[config.mk]
export PLATFORM = sky130hd
export DESIGN_NAME = fir_block_param
export DESIGN_NICKNAME = d
export VERILOG_FILES = /design/src/rtl/fir_pkg.sv /design/src/rtl/fir_coef_bank.sv /design/src/rtl/fir_block_param.sv
export SDC_FILE = /design/constraint.sdc
export NUM_CORES = 2
export LEC_CHECK = 0
export ABC_AREA = 1
export CORE_MARGIN = 2
export CORE_UTILIZATION = 50
export CTS_CLUSTER_DIAMETER = 60
export CTS_CLUSTER_SIZE = 30
export DETAILED_ROUTE_END_ITERATION = 6
export PLACE_DENSITY_LB_ADDON = 0.1
export SLEW_MARGIN = 15
export SYNTH_ARGS = -nofsm -noshare
export SYNTH_HDL_FRONTEND = slang
export SYNTH_SLANG_ARGS = --single-unit
[constraint.sdc]
create_clock -name i_clk -period 11.3 [get_ports i_clk]
set_input_delay 1.695 -clock i_clk [delete_from_list [all_inputs] [get_ports i_clk]]
set_output_delay 1.695 -clock i_clk [all_outputs]
set_load 0.02 [all_outputs]
[src/rtl/fir_pkg.sv]
// Shared types and constant helpers for the parametrised FIR section.
package fir_pkg;

  typedef enum logic [1:0] {
    ST_IDLE   = 2'd0,
    ST_LOAD   = 2'd1,
    ST_COMMIT = 2'd2
  } ld_state_t;

  // Width of the coefficient word index; never narrower than one bit.
  function automatic int idx_width(input int taps);
    return (taps > 1) ? $clog2(taps) : 1;
  endfunction

  // Half an LSB of the output scale, added before the arithmetic shift.
  function automatic longint rnd_const(input int frac);
    return (frac > 0) ? (64'sd1 <<< (frac - 1)) : 64'sd0;
  endfunction

  // Saturation limits for a signed output of width w.
  function automatic longint sat_hi(input int w);
    return (64'sd1 <<< (w - 1)) - 64'sd1;
  endfunction

  function automatic longint sat_lo(input int w);
    return -(64'sd1 <<< (w - 1));
  endfunction

endpackage

[src/rtl/fir_coef_bank.sv]
// Coefficient loader: serial words fill a shadow bank, which is copied to the
// active bank in a single COMMIT cycle so the datapath never sees a mix.
//
// state  | meaning
// IDLE   | waiting for c0, coef_ready=1
// LOAD   | accepting c1..c(TAPS-1), coef_ready=1
// COMMIT | active <= shadow, coef_ready=0
module fir_coef_bank
  import fir_pkg::*;
#(
  parameter int COEF_W = 16,
  parameter int TAPS   = 4
) (
  input  logic                   i_clk,
  input  logic                   i_rst_n,
  input  logic                   i_coef_valid,
  input  logic [COEF_W-1:0]      i_coef_data,
  output logic                   o_coef_ready,
  output logic [TAPS*COEF_W-1:0] o_active
);

  localparam int IDX_W = idx_width(TAPS);
  localparam logic [IDX_W-1:0] LAST_IDX = IDX_W'(TAPS - 1);

  ld_state_t              r_state, w_state_nxt;
  logic [IDX_W-1:0]       r_idx, w_idx_nxt;
  logic                   w_shadow_we;
  logic                   w_commit;
  logic [COEF_W-1:0]      r_shadow [TAPS];
  logic [TAPS*COEF_W-1:0] r_active;

  // State and word index registers.
  always_ff @(posedge i_clk or negedge i_rst_n) begin
    if (!i_rst_n) begin
      r_state <= ST_IDLE;
      r_idx   <= '0;
    end else begin
      r_state <= w_state_nxt;
      r_idx   <= w_idx_nxt;
    end
  end

  // Next state, index advance, shadow write strobe and commit strobe.
  always_comb begin
    w_state_nxt  = r_state;
    w_idx_nxt    = r_idx;
    w_shadow_we  = 1'b0;
    w_commit     = 1'b0;
    o_coef_ready = 1'b1;
    case (r_state)
      ST_IDLE: begin
        if (i_coef_valid) begin
          w_shadow_we = 1'b1;
          if (TAPS == 1) begin
            w_state_nxt = ST_COMMIT;
          end else begin
            w_state_nxt = ST_LOAD;
            w_idx_nxt   = IDX_W'(1);
          end
        end
      end
      ST_LOAD: begin
        if (i_coef_valid) begin
          w_shadow_we = 1'b1;
          if (r_idx == LAST_IDX) w_state_nxt = ST_COMMIT;
          else                   w_idx_nxt   = r_idx + IDX_W'(1);
        end
      end
      ST_COMMIT: begin
        o_coef_ready = 1'b0;
        w_commit     = 1'b1;
        w_idx_nxt    = '0;
        w_state_nxt  = ST_IDLE;
      end
      default: begin
        w_state_nxt = ST_IDLE;
        w_idx_nxt   = '0;
      end
    endcase
  end

  // Shadow bank: written one word at a time at the current index.
  always_ff @(posedge i_clk or negedge i_rst_n) begin
    if (!i_rst_n) begin
      for (int k = 0; k < TAPS; k++) r_shadow[k] <= '0;
    end else if (w_shadow_we) begin
      r_shadow[r_idx] <= i_coef_data;
    end
  end

  // Active bank: whole-bank copy on commit.
  always_ff @(posedge i_clk or negedge i_rst_n) begin
    if (!i_rst_n) begin
      r_active <= '0;
    end else if (w_commit) begin
      for (int k = 0; k < TAPS; k++) r_active[k*COEF_W +: COEF_W] <= r_shadow[k];
    end
  end

  assign o_active = r_active;

endmodule

[src/rtl/fir_block_param.sv]
// Cascadable direct-form FIR section with shadow-bank coefficient reload and a
// rounded, saturated output tap.
module fir_block_param
  import fir_pkg::*;
#(
  parameter int DATA_W    = 16,
  parameter int COEF_W    = 16,
  parameter int TAPS      = 4,
  parameter int ACC_W     = 40,
  parameter int FRAC_BITS = 15
) (
  input  logic              i_clk,
  input  logic              i_rst_n,
  input  logic              i_in_valid,
  input  logic [DATA_W-1:0] i_x_in,
  input  logic [ACC_W-1:0]  i_y_in,
  input  logic              i_flush,
  input  logic              i_coef_valid,
  input  logic [COEF_W-1:0] i_coef_data,
  output logic              o_coef_ready,
  output logic [DATA_W-1:0] o_x_out,
  output logic [ACC_W-1:0]  o_y_out,
  output logic [DATA_W-1:0] o_y_dat,
  output logic              o_out_valid,
  output logic              o_sat
);

  localparam int PROD_W = DATA_W + COEF_W;
  localparam logic signed [ACC_W:0] RND = (ACC_W + 1)'(rnd_const(FRAC_BITS));
  localparam logic signed [ACC_W:0] HI  = (ACC_W + 1)'(sat_hi(DATA_W));
  localparam logic signed [ACC_W:0] LO  = (ACC_W + 1)'(sat_lo(DATA_W));

  logic [TAPS*COEF_W-1:0]    w_active;
  logic signed [DATA_W-1:0]  r_d      [TAPS];
  logic signed [DATA_W-1:0]  w_d_next [TAPS];
  logic signed [PROD_W-1:0]  w_prod   [TAPS];
  logic signed [ACC_W-1:0]   w_sum;
  logic signed [ACC_W-1:0]   r_y_out;
  logic [DATA_W-1:0]         r_x_out;
  logic                      r_upd;
  logic signed [ACC_W:0]     w_rnd;
  logic signed [ACC_W:0]     w_shift;
  logic                      w_hi;
  logic                      w_lo;
  logic [DATA_W-1:0]         w_y_sat;
  logic [DATA_W-1:0]         r_y_dat;
  logic                      r_sat;
  logic                      r_out_valid;

  fir_coef_bank #(
    .COEF_W (COEF_W),
    .TAPS   (TAPS)
  ) u_coef_bank (
    .i_clk        (i_clk),
    .i_rst_n      (i_rst_n),
    .i_coef_valid (i_coef_valid),
    .i_coef_data  (i_coef_data),
    .o_coef_ready (o_coef_ready),
    .o_active     (w_active)
  );

  // Post-shift delay line and cascade sum; the incoming sample is tap 0.
  always_comb begin
    w_sum       = $signed(i_y_in);
    w_d_next[0] = $signed(i_x_in);
    for (int k = 1; k < TAPS; k++) w_d_next[k] = r_d[k-1];
    for (int k = 0; k < TAPS; k++) begin
      w_prod[k] = PROD_W'($signed(w_active[k*COEF_W +: COEF_W])) * PROD_W'(w_d_next[k]);
      w_sum     = w_sum + ACC_W'(w_prod[k]);
    end
  end

  // Delay line, cascade outputs and the update marker for the output stage.
  always_ff @(posedge i_clk or negedge i_rst_n) begin
    if (!i_rst_n) begin
      for (int k = 0; k < TAPS; k++) r_d[k] <= '0;
      r_x_out <= '0;
      r_y_out <= '0;
      r_upd   <= 1'b0;
    end else if (i_flush) begin
      for (int k = 0; k < TAPS; k++) r_d[k] <= '0;
      r_x_out <= '0;
      r_y_out <= '0;
      r_upd   <= 1'b0;
    end else begin
      r_upd <= i_in_valid;
      if (i_in_valid) begin
        r_d     <= w_d_next;
        r_x_out <= r_d[TAPS-1];
        r_y_out <= w_sum;
      end
    end
  end

  // Round half-up in one extra bit so the offset cannot wrap, then clamp.
  always_comb begin
    w_rnd   = $signed({r_y_out[ACC_W-1], r_y_out}) + RND;
    w_shift = w_rnd >>> FRAC_BITS;
    w_hi    = (w_shift > HI);
    w_lo    = (w_shift < LO);
    w_y_sat = w_hi ? HI[DATA_W-1:0] : (w_lo ? LO[DATA_W-1:0] : w_shift[DATA_W-1:0]);
  end

  // Registered output stage, one cycle behind each y_out update.
  always_ff @(posedge i_clk or negedge i_rst_n) begin
    if (!i_rst_n) begin
      r_y_dat     <= '0;
      r_sat       <= 1'b0;
      r_out_valid <= 1'b0;
    end else if (i_flush) begin
      r_y_dat     <= '0;
      r_sat       <= 1'b0;
      r_out_valid <= 1'b0;
    end else begin
      r_out_valid <= r_upd;
      if (r_upd) begin
        r_y_dat <= w_y_sat;
        r_sat   <= w_hi | w_lo;
      end
    end
  end

  assign o_x_out     = r_x_out;
  assign o_y_out     = r_y_out;
  assign o_y_dat     = r_y_dat;
  assign o_sat       = r_sat;
  assign o_out_valid = r_out_valid;

endmodule
==> Yosys cells after proc, flatten, opt, wreduce, memory -nomap -nowiden <==
Index checks and enable logic that the tools add are counted.
{ "totals": {"register_bits": 271, "latch_bits": 0, "ram_bits": 0, "mem_bits_ro": 0, "inputBits": 77, "n_memories": 0} }
{ "classes": {"addsub": 6, "multipliers": 4, "div": 0, "order_cmp": 4, "n_eq_ne": 7, "shifts": 0, "n_mux": 28, "n_bitwise": 2, "reduce_logical": 7} }
{ "op_table": {"columns": ["operator", "n"], "rows": [
  ["adder 40 x 32 -> 40 bit", 4],
  ["multiplier 16 x 16 -> 32 bit", 4],
  ["two-way mux 64 bit", 2],
  ["two-way mux 16 bit", 7],
  ["two-way mux 40 bit", 2],
  ["bitwise mux 64 bit", 1],
  ["adder 40 x 16 -> 41 bit (second input constant)", 1],
  ["demux 16 bit (select 2 bit)", 1],
  ["greater-than comparator 26 x 16 -> 1 bit (second input constant)", 1],
  ["< comparator 26 x 16 -> 1 bit (second input constant)", 1],
  ["two-way mux 2 bit", 5],
  ["two-way mux 1 bit", 8],
  ["case mux 2 bit (2 select lines)", 2],
  ["!= test 2 bit (second input constant)", 3],
  ["AND reduction 3 bit", 2],
  ["equality test 2 bit (second input constant)", 2],
  ["nonzero test 2 bit", 2],
  ["greater-or-equal comparator 3 bit (second input constant)", 1],
  ["< comparator 3 x 1 -> 1 bit (second input constant)", 1],
  ["NOT 2 -> 3 bit", 1],
  ["adder 2 x 1 -> 2 bit (second input constant)", 1],
  ["equality test 2 x 1 -> 1 bit (second input constant)", 1],
  ["zero test 2 bit", 1],
  ["!= test 2 x 1 -> 1 bit (second input constant)", 1],
  ["other kinds (3)", 3]
]} }

==> Logic depth before layout (Yosys ltp) <==
{ "depth": {"depth_word": 7, "depth_mapped": 35} }

==> Cells and area by module <==
Synthesis repeated with hierarchy kept, for this count alone.
{ "hier_totals": {"hier_cells": 6531, "area_unflattened_um2": 56422.9} }
{ "modules_own_cells": {"columns": ["module", "instances", "cells_per_inst", "area_each_um2"], "rows": [
  ["fir_block_param", 1, 5944, 51122.8],
  ["fir_coef_bank", 1, 587, 5300.1]
]} }

==> Least setup slack after synthesis <==
Ideal clock, no wire load.
{ "synth_path": {"path_type": "in2reg", "start": "in i_x_in[1]", "end": "reg r_y_out[39] (netlist: o_y_out[39])", "t_arrival_ns": 8.997, "required_ns": 11.182, "setup_slack_ns": 2.185, "cell_stages": 26, "path_cell_list": "clkbuf_1 -> clkbuf_1 -> nand2_1 -> fa_1 -> fa_1 -> fa_1 -> inv_1 -> fa_1 -> fa_1 -> fa_1 -> fa_1 -> inv_1 -> fa_1 -> fa_1 -> fa_1 -> inv_1 -> ha_1 -> inv_1 -> nor3_1 -> nand2_1 -> nor2_1 -> nand4_1 -> nand3_1 -> nand2_1 -> nand3_1 -> nand2_1"} }
{ "synth_via": {"elab_chain_len": 7} }
{ "synth_lines": {"columns": ["item", "line", "text"], "rows": [
  ["start, declared", "fir_block_param.sv:15", "input logic [DATA_W-1:0] i_x_in,"],
  ["multiplier 16 x 16 -> 32 bit", "fir_block_param.sv:68", "w_prod[k] = PROD_W'($signed(w_active[k*COEF_W +: COEF_W])) * PROD_W'(w_d_next[k]);"],
  ["adder 40 x 32 -> 40 bit (4 in a row)", "fir_block_param.sv:69", "w_sum = w_sum + ACC_W'(w_prod[k]);"],
  ["two-way mux 40 bit", "fir_block_param.sv:87", "if (i_in_valid) begin"],
  ["two-way mux 40 bit", "fir_block_param.sv:80", "end else if (i_flush) begin"],
  ["end signal, assigned", "fir_block_param.sv:90", "r_y_out <= w_sum;"],
  ["end, declared", "fir_block_param.sv:38", "logic signed [ACC_W-1:0] r_y_out;"]
]} }
No other way between the ends. The select of a mux whose other input is x is not followed.
A chain may end at the register's enable or synchronous reset.

==> Worst setup path in the final report <==
{ "layout_path": {"start": "in i_x_in[7]", "end": "reg r_y_out[32] (netlist: o_y_out[32])"} }
The elaborated chain is that of the path after synthesis.

==> results_dict.tcl <==
set metrics [dict create \
    die_y_um 339 \
    synth-edff-count 0 \
    wl_per_cell_um 19.9 \
    drt-pass1-iter-count 5 \
    cap_violations 0 \
    critPathLaunchType "input port" \
    synth_area_leader_cell "fa_1" \
    coreArea_um2 112000 \
    io_buffers 151 \
    dp_hpwl_mm 136 \
    fin_setup_tns_ns 0 \
    num_io_pins 152 \
    nFillCells 10729 \
    clk_latency_ns 0.62 \
    antenna_found_initial 2 \
    relSlewSlack 0.283 \
    fin_hold_ws_ns 0.480 \
    final_hold_viol_count 0 \
    drive_gt1_frac 0.0438 \
    r2r_cells 26 \
    critPathMaxFanout 13 \
    ctsHoldBuffers 0 \
    setup_viol 0 \
    drt_wl_total_mm 156 \
    synth_top_area_frac 0.483 \
    syn-cell-area_um2 56200 \
    syn_area_per_cell_um2 8.81 \
    cts.clk_slew.worst_paths_ns 0.06 \
    place_congestion 0.949 \
    die_x_um 339 \
    synth-seq-cells 271 \
    ant_nets 0 \
    multi_input_area_um2 40500 \
    cts_setup_buffers 0 \
    seqCellArea_um2 6780 \
    syn_nets 8141 \
    cts_made_buffers 38 \
    die_area_um2 115000 \
    cts_max_level 2 \
    synth.distinct_cells 42 \
    drt_iter0_markers 2802 \
    critPathRequiredTime_ns 11.77 \
    clock-root-buffer "clkbuf_16" \
    cts_tree "yes" \
    cpMaxStageDelayCell "clkdlybuf4s50_1" \
    crit_type "in2reg" \
    fin_skew_ns 0.0523 \
    ys_async_sr_fraction 1.00 \
    reg2reg_slack_ns 1.70 \
    yosys_most_used_dff "dfrtp_1" \
    track_usage 0.284 \
    cp-end-kind "register" \
    yosysSeqAreaShare 0.121 \
    overflow 0 \
    slew_violations 0 \
    vias 39003 \
    synthCells 6380 \
    fin_crit_ns 10.21 \
    hold_depth 2 \
    path_common_cell "fa_1" \
    grt_max_degree 85 \
    hold_class "reg2reg" \
    synth_area_leaders "fa_1, inv_1, dfrtp_1, nand2_1, ha_1" \
    timing.rr.start "u_coef_bank.o_active[47]$_DFFE_PN0N_" \
    min_to "u_coef_bank.r_shadow[49]$_DFFE_PN0P_" \
    cts.sink_count 271 \
    diodes 0 \
    outcome "completed" \
    row_count 123 \
    initial_core_util 0.502 \
    nets 8094 \
    r2r-end "o_y_out[22]$_DFFE_PN0P_" \
    crit_arrival_ns 10.68 \
    rsz0062_at_grt "no" \
    ctsResizeCount 0 \
    clockBufferDepth 3 \
    fmax_mhz 98.0 \
    tightest_slew_ns 1.07 \
    drc 0 \
    yosysWarnings 0 \
    grt_pass1_wl_mm 246 \
    worstHoldStart "u_coef_bank.r_shadow[49]$_DFFE_PN0P_" \
    slowest_delay_ns 0.74 \
    syn2layout_area_growth_pct 7.30 \
    avgViaCountPerCell 4.96 \
    finalCritPeriodShare 0.903 \
    grt_pass1_vias 41254 \
]
## routing by layer
metal | vias to the layer above | share of wire | global-route usage
li1 | 17651 | - | -
met4 | 2 | 0.031 | 0.0771
met5 | - | 0.000070 | 0
met1 | 20094 | 0.42 | 0.392
met3 | 196 | 0.061 | 0.0425
met2 | 1060 | 0.49 | 0.469
## through the flow
| step | instances | setup WS [ns] | utilization | area, um^2 |
|---|---|---|---|---|
| final | 7863 | 1.09 | 0.539 | 60300 |
| after global routing | 7863 | 0.999 | 0.539 | 60300 |
| after CTS | 7863 | 1.34 | 0.539 | 60300 |
| after detailed placement | 7793 | 0.735 | 0.526 | 59000 |
| after global placement | 7793 | 0.685 | 0.526 | 59000 |
| after floorplan | 6380 | 2.19 | - | 56200 |
## worst max-delay path, delay by kind of cell
| family | cells | cell delay [ns] |
|---|---|---|
| AND/OR/NAND/NOR | 8 | 1.16 |
| buffers and inverters | 8 | 1.48 |
| AO/OA/AOI/OAI | 2 | 0.76 |
| adder cells (fa/ha/maj) | 11 | 5.57 |
## synthesized netlist by cell type (24+ instances only)
cell type     n
inv_1      2064
fa_1       1358
nand2_1    1339
ha_1        326
clkbuf_1    298
dfrtp_1     271
o21ai_0     170
nor2_1      141
nand3_1      66
mux2_2       64
a21oi_1      55
o22ai_1      54
or2_2        38
xor2_1       24
## how the worst max path moves through the flow
stage / start / to / slack (ns) / depth (start not counted)
CTS: i_x_in[7] / o_y_out[32]$_DFFE_PN0P_ / 1.34 / 29
finish: i_x_in[7] / o_y_out[32]$_DFFE_PN0P_ / 1.09 / 29
detailed placement: i_x_in[7] / o_y_out[32]$_DFFE_PN0P_ / 0.73 / 29
floorplan: i_x_in[1] / o_y_out[39]$_DFFE_PN0P_ / 2.19 / 26
global placement: i_x_in[7] / o_y_out[32]$_DFFE_PN0P_ / 0.68 / 29
global route: i_x_in[4] / o_y_out[37]$_DFFE_PN0P_ / 1.0 / 25
## layout make-up
class | count | area share
clock buffers | 42 | 0.0167
repair buffers | 214 | 0.0330
multi-input cells | 3732 | 0.672
flip-flops and latches | 271 | 0.112
inverters | 2076 | 0.129
clock inverters | 28 | 0.00601
well taps | 1500 | 0.0311
## registers in the layout, summed over array words and instances (netlist names), 2 cells and up
register              flops
o_y_dat                  16
u_coef_bank.r_idx         2
u_coef_bank.r_shadow     64
u_coef_bank.r_state       2
r_d                      64
o_y_out                  40
u_coef_bank.o_active     64
o_x_out                  16
## logic make-up after synthesis
logic type	after synthesis	share of synthesized area
XOR/XNOR	34	0.00543
multiplexers	64	0.0128
AO/OA/AOI/OAI	306	0.0296
AND/OR/NAND/NOR	1644	0.116
buffers and inverters	2377	0.159
flip-flops	271	0.121
adder cells (fa/ha/maj)	1684	0.556
## placed cells by master (no fill, tap or decap), drive strengths merged, types with 64 or more instances in the layout
cell	Yosys	routed
nand2	1355	1355
nor2	154	154
fa	1358	1358
mux2	64	64
nand3	69	69
o21ai	170	170
ha	326	326
clkdlybuf4s50	0	150
inv	2067	2082
buf	3	64
dfrtp	271	271
Power is left out: the tool's default activity adds up to more than one toggle a clock period on the data nets, which glitch-free logic cannot reach.
